## src/rtl/rdmap_ddr_wr_arbiter.sv

```systemverilog
// Round-robin arbiter sharing the DDR write channel: grants whole bursts, streams the
// data beats into the data FIFO, then writes the paired command descriptor.
//   state | meaning
//   IDLE  | no burst owned; pick next requester round-robin from last_grant+1
//   DATA  | stream BEATS beats from the granted requester into the data FIFO
//   CMD   | wait for command FIFO room, write the latched descriptor once
module rdmap_ddr_wr_arbiter #(
  parameter int N_REQ  = 2,
  parameter int BEATS  = 256,
  parameter int DATA_W = 128,
  parameter int CMD_W  = 64
) (
  input  logic                    clk,
  input  logic                    rst_n,
  input  logic [N_REQ-1:0]        s_cmd_valid,
  input  logic [N_REQ*CMD_W-1:0]  s_cmd_data,
  output logic [N_REQ-1:0]        s_cmd_ready,
  input  logic [N_REQ-1:0]        s_data_valid,
  input  logic [N_REQ*DATA_W-1:0] s_data,
  output logic [N_REQ-1:0]        s_data_ready,
  output logic [N_REQ-1:0]        s_done,
  output logic [DATA_W-1:0]       fifo_din_wr_rdmap,
  output logic                    fifo_wr_en_wr_rdmap,
  input  logic                    fifo_full_wr_rdmap,
  output logic [CMD_W-1:0]        fifo_din_cmd_rdmap,
  output logic                    fifo_wr_en_cmd_rdmap,
  input  logic                    fifo_full_cmd_rdmap,
  output logic [1:0]              grant_idx,
  output logic                    busy
);

  localparam int CNT_W = (BEATS > 1) ? $clog2(BEATS) : 1;
  localparam logic [CNT_W-1:0] LAST_BEAT = CNT_W'(BEATS - 1);

  typedef enum logic [1:0] {ST_IDLE, ST_DATA, ST_CMD} state_t;

  state_t             state, state_nxt;
  logic [1:0]         g, g_nxt, last_grant, last_grant_nxt;
  logic [CNT_W-1:0]   beat_cnt, beat_cnt_nxt;
  logic [CMD_W-1:0]   cmd_reg, cmd_reg_nxt, cmd_din_nxt, rr_cmd;
  logic [DATA_W-1:0]  data_din_nxt, data_sel;
  logic [N_REQ-1:0]   cmd_ready_nxt, done_nxt;
  logic               data_wr_nxt, cmd_wr_nxt, valid_sel, any_req;
  logic [1:0]         rr_sel;

  // Descending offset scan so the smallest offset from last_grant+1 wins.
  always_comb begin
    any_req = 1'b0;
    rr_sel  = last_grant;
    rr_cmd  = '0;
    for (int k = N_REQ; k >= 1; k--) begin
      for (int i = 0; i < N_REQ; i++) begin
        if (i == (int'(last_grant) + k) % N_REQ && s_cmd_valid[i]) begin
          any_req = 1'b1;
          rr_sel  = 2'(i);
          rr_cmd  = s_cmd_data[i*CMD_W +: CMD_W];
        end
      end
    end
  end

  always_comb begin
    data_sel     = '0;
    valid_sel    = 1'b0;
    s_data_ready = '0;
    for (int i = 0; i < N_REQ; i++) begin
      if (g == 2'(i)) begin
        data_sel  = s_data[i*DATA_W +: DATA_W];
        valid_sel = s_data_valid[i];
        s_data_ready[i] = (state == ST_DATA) && !fifo_full_wr_rdmap;
      end
    end
  end

  always_comb begin
    state_nxt      = state;
    g_nxt          = g;
    last_grant_nxt = last_grant;
    beat_cnt_nxt   = beat_cnt;
    cmd_reg_nxt    = cmd_reg;
    cmd_ready_nxt  = '0;
    done_nxt       = '0;
    data_wr_nxt    = 1'b0;
    data_din_nxt   = fifo_din_wr_rdmap;
    cmd_wr_nxt     = 1'b0;
    cmd_din_nxt    = fifo_din_cmd_rdmap;
    case (state)
      ST_IDLE: begin
        if (any_req) begin
          g_nxt        = rr_sel;
          cmd_reg_nxt  = rr_cmd;
          beat_cnt_nxt = '0;
          state_nxt    = ST_DATA;
          for (int i = 0; i < N_REQ; i++)
            if (rr_sel == 2'(i)) cmd_ready_nxt[i] = 1'b1;
        end
      end
      ST_DATA: begin
        if (valid_sel && !fifo_full_wr_rdmap) begin
          data_wr_nxt  = 1'b1;
          data_din_nxt = data_sel;
          if (beat_cnt == LAST_BEAT) begin
            beat_cnt_nxt = '0;
            state_nxt    = ST_CMD;
          end else begin
            beat_cnt_nxt = beat_cnt + 1'b1;
          end
        end
      end
      ST_CMD: begin
        if (!fifo_full_cmd_rdmap) begin
          cmd_wr_nxt     = 1'b1;
          cmd_din_nxt    = cmd_reg;
          last_grant_nxt = g;
          state_nxt      = ST_IDLE;
          for (int i = 0; i < N_REQ; i++)
            if (g == 2'(i)) done_nxt[i] = 1'b1;
        end
      end
      default: state_nxt = ST_IDLE;
    endcase
  end

  always_ff @(posedge clk or negedge rst_n) begin
    if (!rst_n) begin
      state                <= ST_IDLE;
      g                    <= '0;
      last_grant           <= 2'(N_REQ - 1);
      beat_cnt             <= '0;
      cmd_reg              <= '0;
      s_cmd_ready          <= '0;
      s_done               <= '0;
      fifo_wr_en_wr_rdmap  <= 1'b0;
      fifo_din_wr_rdmap    <= '0;
      fifo_wr_en_cmd_rdmap <= 1'b0;
      fifo_din_cmd_rdmap   <= '0;
    end else begin
      state                <= state_nxt;
      g                    <= g_nxt;
      last_grant           <= last_grant_nxt;
      beat_cnt             <= beat_cnt_nxt;
      cmd_reg              <= cmd_reg_nxt;
      s_cmd_ready          <= cmd_ready_nxt;
      s_done               <= done_nxt;
      fifo_wr_en_wr_rdmap  <= data_wr_nxt;
      fifo_din_wr_rdmap    <= data_din_nxt;
      fifo_wr_en_cmd_rdmap <= cmd_wr_nxt;
      fifo_din_cmd_rdmap   <= cmd_din_nxt;
    end
  end

  assign grant_idx = g;
  assign busy      = (state != ST_IDLE);

endmodule

```

## config.mk

```make
export PLATFORM = sky130hd
export DESIGN_NAME = rdmap_ddr_wr_arbiter
export DESIGN_NICKNAME = d
export VERILOG_FILES = /design/src/rtl/rdmap_ddr_wr_arbiter.sv
export SDC_FILE = /design/constraint.sdc
export NUM_CORES = 1
export LEC_CHECK = 0
export CAP_MARGIN = 20
export CORE_AREA = 4 4 231 233
export DETAILED_ROUTE_END_ITERATION = 16
export DIE_AREA = 0 0 235 237
export GPL_TIMING_DRIVEN = 0
export SYNTH_ARGS = -nofsm -noshare
export SYNTH_HDL_FRONTEND = slang
export SYNTH_SLANG_ARGS = --single-unit
```

## constraint.sdc

```tcl
create_clock -name clk -period 4.95 [get_ports clk]
set_input_delay 0.7425 -clock clk [delete_from_list [all_inputs] [get_ports clk]]
set_output_delay 0.7425 -clock clk [all_outputs]
set_load 0.01 [all_outputs]
```

==> results of run 1 <==
power by group:
part / switching [µW] / internal [µW] / total (µW)
clock network: 997 / 1540 / 2530
registers: 293 / 2760 / 3050
logic: 1160 / 1340 / 2500
routing by layer:
layer  track usage, %  up-vias  routed length, µm
met2             30.0      373              25300
met3             3.87       66               2740
met4             4.94        0               1190
li1                 -     5164                  -
met5                0        -                  0
met1             21.3     5468              20900
cells in the mapped netlist, drive strengths merged:
cell      n  area, µm²
a41oi     1       8.76
nand2b    1       6.26
nor3b     1       7.51
and3      1       6.26
nor4b     1       23.8
a221oi   64        561
nor2b     7       43.8
a31oi     1       6.26
o21ai     6       30.0
and4      2       17.5
mux2     66        743
o21a      1       7.51
mux2i   128       1280
a21o      1       7.51
a22o      5       43.8
a22oi     1       7.51
nand2   133        502
nand4     1       6.26
inv       4       15.0
a21oi     1       5.00
and3b     1       8.76
nor3      1       5.00
nand3     3       15.0
clkbuf   41        154
buf      53        324
o22ai     4       25.0
a21boi    2       15.0
ha        1       12.5
and2      5       31.3
dfstp     1       26.3
or3       1       6.26
nor2    132        495
a31o      1       8.76
o31ai   128       1370
dfrtp   274       6860
worst reg2reg max path: stages, from the launching register on:
cell and delay (ns):
dfrtp_1 0.44, nor2_1 0.54, o21ai_1 0.53, clkbuf_1 0.41
a221oi_1 0.49, nor2_1 0.08
stage by stage:
stage	area [µm²]	hold WS [ns]	power [µW]
after floorplan	12700	0.447	4160
after global placement	19500	0.462	5580
after detailed placement	19500	0.466	5630
after CTS	20700	0.120	8230
after global routing	20700	0.149	8530
final	20700	0.130	8090
cell type report:
type,instances,share of cell area [%]
Antenna cell,1,0.0121
Buffer,94,2.31
Timing Repair Buffer,596,29.0
Multi-Input combinational cell,701,25.7
Tap cell,680,4.11
Inverter,4,0.0726
Sequential cell,275,33.3
Clock inverter,13,0.817
Clock buffer,47,4.69
worst paths after layout:
check	start	end	slack, ns
max	grant_idx[0]	s_data_ready[1]	1.62
min	rst_n	fifo_din_cmd_rdmap[40]	0.13
max reg2reg	state[1]	cmd_reg[0]	2.34
min reg2reg	fifo_din_wr_rdmap[76]	fifo_din_wr_rdmap[76]	0.47
max in group asynchronous	rst_n	fifo_din_wr_rdmap[124]	3.84
min in group clk	fifo_din_wr_rdmap[76]	fifo_din_wr_rdmap[76]	0.47
logic make-up (layout without fill, tap and decap cells):
group | count (synthesis) | in the layout | share of synthesized area [%]
AO/OA/AOI/OAI | 216 | 216 | 16.5
buffers and inverters | 98 | 754 | 3.89
flip-flops | 275 | 275 | 54.3
adder cells (fa/ha/maj) | 1 | 1 | 0.0987
AND/OR/NAND/NOR | 290 | 290 | 9.27
other | 0 | 1 | 0
multiplexers | 194 | 194 | 16.0
==> impl_metrics.env, run 1 <==
export IMPL_seq_area_um2=6880
export IMPL_tightest_slew_ns=0.968
export IMPL_grt_max_degree=111
export IMPL_place_congestion=0.886
export IMPL_synth_seq_area_share_pct=54.3
export IMPL_r2r_cells=5
export IMPL_viasPerCell=4.59
export IMPL_path_depth=4
export IMPL_critical_path_class="reg2out"
export IMPL_maxCapViolations=0
export IMPL_initial_core_util_pct=24.8
export IMPL_relSlewSlack_pct=35.5
export IMPL_setup_viol=0
export IMPL_wl_mm=50.1
export IMPL_dr_pass1_iters=5
export IMPL_fin_skew_ns=0.0194
export IMPL_leakagePower_uw=0.00861
export IMPL_multi_input_area_um2=5300
export IMPL_required_ns=4.21
export IMPL_layout_drive_gt1_share_pct=14.9
export IMPL_grt_setup_unrepaired="no"
export IMPL_ant_nets=0
export IMPL_ctsResizeCount=0
export IMPL_fp_dieW_um=235
export IMPL_min_path_type="in2async"
export IMPL_rows=83
export IMPL_setup_tns_ns=0
export IMPL_critPathSlowestCell="buf_1"
export IMPL_ys_warnings_count=0
export IMPL_num_vias=11100
export IMPL_max_freq_mhz=300
export IMPL_antenna_found_initial=1
export IMPL_final_util_pct=40.4
export IMPL_grt_pass1_vias=11700
export IMPL_htree_levels=2
export IMPL_critPathTopFamily="buffers and inverters"
export IMPL_die_area_um2=55700
export IMPL_end_kind="output pin"
export IMPL_synth_cells=1074
export IMPL_wl_per_cell_um=20.8
export IMPL_finalNonFillerCells=2411
export IMPL_pin_count=595
export IMPL_synth_cell_area_um2=12700
export IMPL_drc=0
export IMPL_min_period_ns=3.33
export IMPL_drtIter0Drc=427
export IMPL_ctsRootBufferMaster="clkbuf_16"
export IMPL_track_usage_pct=17.2
export IMPL_clock_latency_ns=0.54
export IMPL_cellPowerDensity_nw_per_um2=391
export IMPL_numCtsBuffers=34
export IMPL_syn_to_final_growth_pct=63.1
export IMPL_grt_first_pass_wirelength_mm=74.1
export IMPL_cts_buffer_depth=3
export IMPL_max_stage_delay_ns=0.67
export IMPL_final_common_cell="clkdlybuf4s50_1"
export IMPL_setup_ws_ns=1.62
export IMPL_syn_mean_instance_area_um2=11.8
export IMPL_largest_reg_flops=128
export IMPL_status="complete, no violations"
export IMPL_setup_worst_path_start_class="register"
export IMPL_path_max_fanout=10
export IMPL_pre_cts_slack_ns=1.76
export IMPL_hold_viol=0
export IMPL_grt_overflow=0
export IMPL_ys_seq_elements=275
export IMPL_path_cells="buf_2 > buf_1 > and2_1 > clkdlybuf4s50_1"
export IMPL_final_cell_mix="clkdlybuf4s50_1, dfrtp_1, nor2_1, nand2_1, mux2i_1"
export IMPL_die_h_um=237
export IMPL_cts_tree="built"
export IMPL_synth_cell_types=42
export IMPL_postCtsHoldBufs=0
export IMPL_clock_sinks=275
export IMPL_io_buffer_count=594
export IMPL_post_route_period_util_pct=67.4
export IMPL_path_clk_slew_ns=0.06
export IMPL_core_um2=51200
export IMPL_num_fill_cells=4929
export IMPL_dp_cells=2350
export IMPL_dp_hpwl_mm=40.0
export IMPL_slew_viol_final=0
export IMPL_vdd_ir_drop_max_v=0.000175
export IMPL_syn_num_nets=1467
export IMPL_crit_arrival_ns=2.59
export IMPL_cp_num_buf_inv=3
export IMPL_post_cts_buffers=0
export IMPL_fin_nets=2099
(Power assumes the default switching activity.)
==> run 2, diff against run 1 <==
--- a/config.mk
+++ b/config.mk
@@ -6,9 +6,9 @@
 export NUM_CORES = 1
 export LEC_CHECK = 0
 export CAP_MARGIN = 20
-export CORE_AREA = 4 4 231 233
+export CORE_AREA = 4 4 230 232
 export DETAILED_ROUTE_END_ITERATION = 16
-export DIE_AREA = 0 0 235 237
+export DIE_AREA = 0 0 234 236
 export GPL_TIMING_DRIVEN = 0
 export SYNTH_ARGS = -nofsm -noshare
 export SYNTH_HDL_FRONTEND = slang
==> constraint.sdc (replaced) <==
create_clock -name clk -period 2.9 [get_ports clk]
set_input_delay 0.435 -clock clk [delete_from_list [all_inputs] [get_ports clk]]
set_output_delay 0.435 -clock clk [all_outputs]
set_load 0.01 [all_outputs]
==> run 2 against run 1 <==
Against the previous run:
- utilization increased by 0.12 points
- combinational power increased by 70%
- sequential power increased by 71%
- flip-flop and latch count unchanged
- register-to-register slack got worse by 2.0 ns
- count of clock-buffer cells in the layout increased by 3
- sequential share of layout area about the same
- wire length decreased by 0.35%
- highest routed layer unchanged
- first-iteration DRC count increased by 24%
==> impl_metrics.env, run 2 (same netlist as run 1, synthesis figures left out) <==
export IMPL_status="complete, no violations"
export IMPL_vdd_ir_drop_max_v=0.000393
export IMPL_startpoint="grant_idx[1]"
export IMPL_hold_viol=0
export IMPL_grt_setup_unrepaired="no"
export IMPL_pre_cts_slack_ns=0.131
export IMPL_required_ns=2.47
export IMPL_setup_viol=0
export IMPL_numCtsBuffers=34
export IMPL_clock_latency_ns=0.54
export IMPL_syn_to_final_growth_pct=62.9
export IMPL_setup_ws_ns=0.233
export IMPL_cp_num_buf_inv=2
export IMPL_wl_per_cell_um=20.7
export IMPL_setup_tns_ns=0
export IMPL_setup_worst_path_start_class="register"
export IMPL_post_route_period_util_pct=92.0
export IMPL_final_cell_area_um2=20700
export IMPL_pwr_share_seq_pct=38.1
export IMPL_clock_sinks=275
export IMPL_tightest_slew_ns=1.00
export IMPL_final_common_cell="clkdlybuf4s50_1"
export IMPL_io_buffer_count=594
export IMPL_power_switching_uw=4140
export IMPL_relSlewSlack_pct=33.2
export IMPL_maxCapViolations=0
export IMPL_grt_overflow=0
export IMPL_p_int_uw=9540
export IMPL_critPathSlowestCell="clkdlybuf4s50_1"
export IMPL_fin_nets=2099
export IMPL_initial_core_util_pct=24.9
export IMPL_slew_viol_final=0
export IMPL_reg2reg_from="state[1]"
export IMPL_dpl_cell_area_um2=19500
export IMPL_final_cell_mix="clkdlybuf4s50_1, dfrtp_1, nor2_1, nand2_1, mux2i_1"
export IMPL_grt_first_pass_wirelength_mm=73.3
export IMPL_grt_max_degree=104
export IMPL_viasPerCell=4.56
export IMPL_grt_pass1_vias=11700
export IMPL_cts_buffer_depth=3
export IMPL_path_max_fanout=8
export IMPL_die_h_um=236
export IMPL_ant_nets=0
export IMPL_drc=0
export IMPL_holdWs_ns=0.469
export IMPL_dr_pass1_iters=5
export IMPL_pin_count=595
export IMPL_drtIter0Drc=530
export IMPL_end_kind="output pin"
export IMPL_track_usage_pct=17.4
export IMPL_largest_reg_flops=128
export IMPL_power_uw=13700
export IMPL_critPathTopFamily="buffers and inverters"
export IMPL_max_stage_delay_ns=0.60
export IMPL_switching_share_pct=30.2
export IMPL_clkPwrFrac_pct=30.8
export IMPL_crit_arrival_ns=2.23
export IMPL_path_cells="buf_2 > nor4b_4 > nor2b_1 > clkdlybuf4s50_1"
export IMPL_min_period_ns=2.67
export IMPL_antenna_found_initial=2
export IMPL_ctsRootBufferMaster="clkbuf_16"
export IMPL_num_vias=11000
export IMPL_rows=83
export IMPL_wl_mm=49.9
export IMPL_min_path_type="in2async"
export IMPL_leakagePower_uw=0.00860
export IMPL_fp_dieW_um=234
export IMPL_cts_tree="built"
export IMPL_htree_levels=2
export IMPL_die_area_um2=55200
export IMPL_ctsResizeCount=0
export IMPL_layout_drive_gt1_share_pct=14.7
export IMPL_post_cts_buffers=0
export IMPL_p_comb_share_pct=31.1
export IMPL_dp_hpwl_mm=39.6
export IMPL_place_congestion=0.818
export IMPL_num_fill_cells=4924
export IMPL_max_freq_mhz=375
export IMPL_cellPowerDensity_nw_per_um2=662
export IMPL_fin_skew_ns=0.0198
export IMPL_path_clk_slew_ns=0.06
export IMPL_core_um2=51000
export IMPL_critical_path_class="reg2out"
run 2: final timing paths:
| path | end | slack [ns] | cells after the start |
|---|---|---|---|
| worst max register to register | cmd_reg[12] | 0.33 | 5 |
| min in group clk | fifo_din_wr_rdmap[55] | 0.47 | 2 |
| worst max-delay path | s_data_ready[0] | 0.23 | 4 |
| worst min-delay path | fifo_din_cmd_rdmap[43] | 0.47 | 2 |
| worst min register to register | fifo_din_wr_rdmap[55] | 0.47 | 2 |
| max in group asynchronous | fifo_din_wr_rdmap[27] | 1.47 | 3 |
run 2: power by group through the flow:
stage                     clock network (µW)  registers, µW  logic [µW]
after global routing                    4540           5330        4590
after CTS                               4370           5210        4340
after floorplan                            0           5440        1670
final                                   4210           5210        4260
after global placement                     0           5240        4280
after detailed placement                   0           5270        4330
run 2: final cells by class:
class,count,area (µm²),share of cell area [%]
Clock buffer,50,991,4.80
Buffer,93,474,2.30
Clock inverter,9,114,0.551
Inverter,4,15.0,0.0727
Timing Repair Buffer,597,6020,29.1
Multi-Input combinational cell,701,5300,25.7
Antenna cell,3,7.51,0.0363
Tap cell,680,851,4.12
Sequential cell,275,6880,33.3
run 2: stage by stage:
step,util [%],instances
floorplan,-,1074
global placement,38.2,2348
detailed placement,38.3,2350
CTS,40.5,2409
global route,40.5,2411
finish,40.5,2412
run 2: per-layer routing:
metal | up-vias | part of all wire (%) | GRT usage [%]
met5 | - | 0 | 0
met4 | 0 | 2.0 | 3.98
met3 | 58 | 6.0 | 4.19
met2 | 329 | 51 | 30.9
met1 | 5449 | 41 | 21.3
li1 | 5163 | - | -
run 2: timing repair:
action | in CTS | in global routing
hold buffers | 1 | 0
endpoints found under the hold margin | 77 | 0
setup endpoints to repair | 2 | 0
==> run 3, diff against run 2 <==
--- a/config.mk
+++ b/config.mk
@@ -5,7 +5,7 @@
 export SDC_FILE = /design/constraint.sdc
 export NUM_CORES = 1
 export LEC_CHECK = 0
-export CAP_MARGIN = 20
+export ABC_CLOCK_PERIOD_IN_PS = 2900
 export CORE_AREA = 4 4 230 232
 export DETAILED_ROUTE_END_ITERATION = 16
 export DIE_AREA = 0 0 234 236
==> results of run 3 <==
Final layout, timing and power as in run 2 (identical DEF).
